`src/rtl/dev_port_arb.sv`:
```
// dev_port_arb: round-robin arbiter sharing one Ibex-style device memory port
// among NUM_REQ requesters. At most one transaction is outstanding downstream.
// Grant, completion, read data and error are routed back to the owning requester.
//
// Build option: define DEV_PORT_ARB_FIXED_PRIO_EN to tie the round-robin
// pointer to 0 (fixed priority, lowest index wins). The lock held while
// waiting for the downstream grant is kept in both builds.
module dev_port_arb #(
  parameter int NUM_REQ = 2
) (
  input  logic                  clk,
  input  logic                  rst_n,
  input  logic [NUM_REQ-1:0]    up_req_i,
  input  logic [NUM_REQ*32-1:0] up_addr_i,
  input  logic [NUM_REQ-1:0]    up_we_i,
  input  logic [NUM_REQ*4-1:0]  up_be_i,
  input  logic [NUM_REQ*32-1:0] up_wdata_i,
  output logic [NUM_REQ-1:0]    up_gnt_o,
  output logic [NUM_REQ-1:0]    up_rvalid_o,
  output logic                  up_err_o,
  output logic [31:0]           up_rdata_o,
  output logic                  dn_req_o,
  output logic [31:0]           dn_addr_o,
  output logic                  dn_we_o,
  output logic [3:0]            dn_be_o,
  output logic [31:0]           dn_wdata_o,
  input  logic                  dn_gnt_i,
  input  logic                  dn_rvalid_i,
  input  logic                  dn_err_i,
  input  logic [31:0]           dn_rdata_i
);

  localparam int PTR_W = (NUM_REQ > 1) ? $clog2(NUM_REQ) : 1;
  localparam logic [PTR_W-1:0] LAST_IDX = PTR_W'(NUM_REQ - 1);

  typedef enum logic [1:0] {
    S_ARB  = 2'd0,  // no lock, pick a winner this cycle
    S_HOLD = 2'd1,  // winner locked, waiting for downstream grant
    S_WAIT = 2'd2   // granted, waiting for downstream completion
  } state_e;

  state_e           state_q, state_d;
  logic [PTR_W-1:0] owner_q, owner_d;
  logic [PTR_W-1:0] rr_ptr_q, rr_ptr_d;
  logic             proto_err_q, proto_err_d;

  logic [PTR_W-1:0] win_idx;
  logic             win_found;
  logic [PTR_W-1:0] cand;
  logic [PTR_W-1:0] sel;

  // Round-robin search: first requesting index at or above rr_ptr, wrapping.
  // NOTE: every variable written in an always_comb gets a default first, so no
  // path leaves it unassigned and no latch is inferred.
  always_comb begin
    win_idx   = '0;
    win_found = 1'b0;
    cand      = '0;
    // Scan from the farthest offset down so the nearest requester is written last.
    for (int k = NUM_REQ - 1; k >= 0; k--) begin
      cand = PTR_W'((int'(rr_ptr_q) + k) % NUM_REQ);
      if (up_req_i[cand]) begin
        win_idx   = cand;
        win_found = 1'b1;
      end
    end
  end

  // Next-state logic and all upstream/downstream handshake outputs.
  always_comb begin
    state_d     = state_q;
    owner_d     = owner_q;
    rr_ptr_d    = rr_ptr_q;
    proto_err_d = proto_err_q;
    sel         = owner_q;
    dn_req_o    = 1'b0;
    up_gnt_o    = '0;
    up_rvalid_o = '0;
    up_rdata_o  = '0;
    up_err_o    = 1'b0;

    case (state_q)
      S_ARB: begin
        if (win_found) begin
          sel      = win_idx;
          dn_req_o = 1'b1;
          owner_d  = win_idx;
          if (dn_gnt_i) begin
            up_gnt_o[win_idx] = 1'b1;
            state_d           = S_WAIT;
          end else begin
            state_d = S_HOLD;
          end
        end
        if (dn_rvalid_i) proto_err_d = 1'b1;
      end

      S_HOLD: begin
        // The lock holds even if the owner drops its request before the grant.
        dn_req_o = 1'b1;
        if (dn_gnt_i) begin
          up_gnt_o[owner_q] = 1'b1;
          state_d           = S_WAIT;
        end
        if (dn_rvalid_i) proto_err_d = 1'b1;
      end

      S_WAIT: begin
        if (dn_gnt_i) proto_err_d = 1'b1;
        if (dn_rvalid_i) begin
          up_rvalid_o[owner_q] = 1'b1;
          up_rdata_o           = dn_rdata_i;
          up_err_o             = dn_err_i;
          state_d              = S_ARB;
`ifdef DEV_PORT_ARB_FIXED_PRIO_EN
          rr_ptr_d = '0;
`else
          rr_ptr_d = (owner_q == LAST_IDX) ? '0 : owner_q + 1'b1;
`endif
        end
      end

      default: state_d = S_ARB;
    endcase
  end

  // Downstream request payload comes from the selected requester, zero when idle.
  assign dn_addr_o  = dn_req_o ? up_addr_i[{sel, 5'b0} +: 32]  : '0;
  assign dn_wdata_o = dn_req_o ? up_wdata_i[{sel, 5'b0} +: 32] : '0;
  assign dn_be_o    = dn_req_o ? up_be_i[{sel, 2'b0} +: 4]     : '0;
  assign dn_we_o    = dn_req_o ? up_we_i[sel]                  : 1'b0;

  // State, owner, round-robin pointer and sticky protocol-error registers.
  // NOTE: sequential state is updated with non-blocking assignments so every
  // register samples the pre-edge values of the others.
  always_ff @(posedge clk or negedge rst_n) begin
    if (!rst_n) begin
      state_q     <= S_ARB;
      owner_q     <= '0;
      rr_ptr_q    <= '0;
      proto_err_q <= 1'b0;
    end else begin
      state_q     <= state_d;
      owner_q     <= owner_d;
      rr_ptr_q    <= rr_ptr_d;
      proto_err_q <= proto_err_d;
    end
  end

endmodule

```
`config.mk`:
```
export PLATFORM = sky130hd
export DESIGN_NAME = dev_port_arb
export DESIGN_NICKNAME = d
export VERILOG_FILES = /design/src/rtl/dev_port_arb.sv
export SDC_FILE = /design/constraint.sdc
export NUM_CORES = 1
export LEC_CHECK = 0
export ABC_AREA = 1
export CAP_MARGIN = 30
export CORE_AREA = 2 2 109 111
export CTS_BUF_LIST = sky130_fd_sc_hd__clkbuf_16
export DETAILED_ROUTE_END_ITERATION = 10
export DIE_AREA = 0 0 111 113
export PLACE_DENSITY_LB_ADDON = 0.2
export SLEW_MARGIN = 10
export SYNTH_ARGS = -nofsm -noshare
export SYNTH_HDL_FRONTEND = slang
export SYNTH_SLANG_ARGS = --single-unit
```
`constraint.sdc`:
```
create_clock -name clk -period 1.7 [get_ports clk]
set_input_delay 0.34 -clock clk [delete_from_list [all_inputs] [get_ports clk]]
set_output_delay 0.34 -clock clk [all_outputs]
set_load 0.02 [all_outputs]
```
==> impl_results.md <==
- Clock root cell: sky130_fd_sc_hd__clkbuf_16
- Number of cells after detailed placement: 900
- Portion of the post-synthesis area used by sequential elements: 4.635%
- TritonRoute pass-1 iters: 4
- Total cell area at the placement stage: 5459 µm²
- Distinct cell type count after synthesis: 14
- Critical path fanouts, max: 8
- Placeable core region: around 11000 µm²
- Fmax: 467.6 MHz
- Arrival time at the worst endpoint: 1.80 ns
- Mapped Area: 2160 µm²
- Number of filler cells placed in the layout: 966
- Delay contributed by the slowest stage of the critical path: 0.39 ns
- Worst path cell trace: nor2_2 -> buf_4 -> nand3_4 -> buf_12 -> buf_16 -> buf_8 -> nand3_2 -> nand2_1 -> nor2_2 -> buf_6
- Initial core utilization: 19.16%
- Worst Tran Pin Value: 0.3565 ns
- Die height: 113 µm
- Port bufs: 283
- P_leak: 3.352 nW
- Initial antenna violation count: 0
- Synthesis-stage register bit count: 4
- Io pins: 284
- Min setup slack post-route: -0.4386 ns
- Violated checks: negative setup slack
- Number of nets at the end of the flow: between 900 and 1000
- Latest clock arrival within the worst-skew pair: 0.23 ns
- Total congestion overflow: 0
- Routed Wire Length: 15580 µm
- Flop pwr share: 2.1%
- Run status: finished, violations left
- Iteration-0 DRC Markers: 201
- Number of max-capacitance violations reported: 0
- Via count of the first global-routing pass: 4328
- Post-DR wirelength/cell: 16.22 µm
- Die footprint: approximately 13000 µm²
- DPL Wire Length: approximately 9400 µm
- Pint: ~3.5 mW
- Maximum number of pins on one net before global-route repair: 37
- Start-to-end type of the worst setup path: reg2out
- Proportion of power drawn by the clock network: 5.4%
- Finished layout cell area: 7307 µm²
- VDD IR max: 0.0004022 V
- Number of buffers on the longest clock path: 2
- Clock period minus worst slack: 2.139 ns
- Synth-to-layout area growth: 238.4%
- Switching share of power: 48.89%
- Die extent in x: 111 µm
- Instance count of the mapped netlist: 490
- Clock skew: 0.001252 ns
- Pwr dens: 945.4 nW/µm²
- Overall Global Routing Usage: 20.84%
- Most frequent cell on the critical path: sky130_fd_sc_hd__nor2_2
- Number of endpoints with negative hold slack in the final report: 0
- Period utilization: 125.8%
- Combinational Power Share: 92.5%
- Antenna diode count: 0
- Headroom to the max-slew limit: 76.24%
- Average footprint of a synthesized cell: between 4 and 5 µm²
- Synthesized Nets: roughly 670
- Final count of negative-setup-slack endpoints: ~110
- Switch Pwr: 3.377 mW
- Placer's final routability congestion estimate: 0.8451
- Wire length of the first global-routing pass: 21600 µm
- Antenna-violating nets left: 0
- Number of CTS-inserted buffers: 3
- Critical path startpoint category: register
- Unrepaired setup endpoints after global routing: yes
- TritonCTS clock tree: built
- Sinks on the clock net: 4
- Yosys warnings: 0
- H-tree lvl count: 1
- Req. time, crit path: 1.36 ns
- Min-delay worst type: in2async
- Layout Cells excl Fill: 961
- Endpoint kind of the worst setup timing path: output port
- Drt drc: 0
- Highest-delay cell along the critical path: sky130_fd_sc_hd__dfrtp_1
- Total number of vias: 4485
- Clock transition at the registers of the reported paths: 0.03 ns
- Mean number of vias per cell: 4.667
- Layout cell share with drive strength beyond 1: 48.17%
- Pins over their slew limit: 0
- Number of cell rows: 39
worst max-delay path: cells and delay by family (launching register included):
family / cells / cell delay (ns)
DFF: 1 / 0.39
and+or+nand+nor: 5 / 0.47
buffers and inverters: 5 / 0.71
registers in the layout (all words and copies together) (netlist names):
register	cells
state_q	2
owner_q	1
rr_ptr_q	1
cell usage after synthesis:
library cell | n | share of area (%)
sky130_fd_sc_hd__inv_1 | 73 | 13
sky130_fd_sc_hd__a31oi_1 | 1 | 0.29
sky130_fd_sc_hd__buf_2 | 27 | 6.3
sky130_fd_sc_hd__a21oi_2 | 1 | 0.41
sky130_fd_sc_hd__a21boi_0 | 1 | 0.35
sky130_fd_sc_hd__clkinv_1 | 1 | 0.17
sky130_fd_sc_hd__nand2_1 | 113 | 20
sky130_fd_sc_hd__nand3_1 | 72 | 17
sky130_fd_sc_hd__clkbuf_1 | 14 | 2.4
sky130_fd_sc_hd__dfrtp_1 | 4 | 4.6
sky130_fd_sc_hd__nor2_1 | 109 | 19
sky130_fd_sc_hd__o21ai_0 | 1 | 0.23
sky130_fd_sc_hd__a21oi_1 | 70 | 16
sky130_fd_sc_hd__buf_4 | 3 | 1.0
stage by stage:
step	hold slack [ns]	util, %	worst slack (ns)	power (mW)	TNS, ns
global route	0.3536	64.82	-0.5231	7.284	-41.94
floorplan	0.04441	-	0.01186	2.627	0
detailed placement	0.5870	48.43	-0.9194	4.574	-83.95
CTS	0.3526	55.40	-0.6971	5.836	-38.75
global placement	0.5644	48.43	-0.9076	4.541	-82.16
finish	0.3477	64.82	-0.4386	6.908	-33.93
what timing repair did:
action / in CTS / in global routing
endpoints found under the hold margin: 0 / 0
setup buffers: 21 / 20
pin swaps: 15 / 32
cloned: 11 / 9
gates resized for setup: 589 / 274
hold buffers: 0 / 0
endpoints found under the setup margin: 107 / 107
layout by cell type, fill, tap and decap left out, types with 33 or more instances in the layout:
master,n
sky130_fd_sc_hd__clkdlybuf4s50_1,172
sky130_fd_sc_hd__buf_4,57
sky130_fd_sc_hd__a21oi_2,33
sky130_fd_sc_hd__nor2_4,39
sky130_fd_sc_hd__buf_6,97
sky130_fd_sc_hd__nor2_2,69
sky130_fd_sc_hd__nand3_1,56
sky130_fd_sc_hd__inv_1,71
sky130_fd_sc_hd__nand2_1,95
path summary, 6_finish.rpt:
| path | slack [ns] | cells after the start | end | from |
|---|---|---|---|---|
| setup / recovery | -0.44 | 10 | dn_addr_o[2] | state_q[0] |
| max in group asynchronous | 1.15 | 1 | owner_q | rst_n |
| hold / removal | 0.35 | 1 | state_q[1] | rst_n |
| min in group clk | 0.52 | 3 | state_q[0] | dn_gnt_i |
| hold reg to reg | 0.61 | 3 | rr_ptr_q | rr_ptr_q |
| setup reg to reg | 0.16 | 9 | rr_ptr_q | state_q[0] |
cell families after synthesis:
family                 count (synthesis)  synth area share [%]
AND/OR/NAND/NOR                      294                 55.27
AO/OA/AOI/OAI                         74                 17.50
flip-flops                             4                 4.635
buffers and inverters                118                 22.60
layout make-up:
type	count	area, µm²	share of cell area, %
Timing Repair Buffer	369	4115	56.32
Multi-Input combinational cell	368	2550	34.90
Inverter	74	287.8	3.938
Tap cell	143	178.9	2.449
Sequential cell	4	100.1	1.370
Clock buffer	3	75.07	1.027
power by group through the flow:
stage          clock (mW)  combinational [mW]  sequential, mW
2_1_floorplan           0                2.48           0.144
3_3_place_gp            0                4.40           0.143
3_5_place_dp            0                4.43           0.145
4_1_cts             0.373                5.32           0.147
5_1_grt             0.387                6.75           0.150
6_report            0.373                6.39           0.148
per-layer routing:
metal	GRT usage [%]	vias to the layer above	wire length [µm]
li1	-	2169	-
met1	23.66	2113	5821
met2	40.29	183	8589
met3	4.178	20	911
met4	4.333	0	261
met5	0	-	0
No activity file was read; power rests on OpenSTA's default activity.
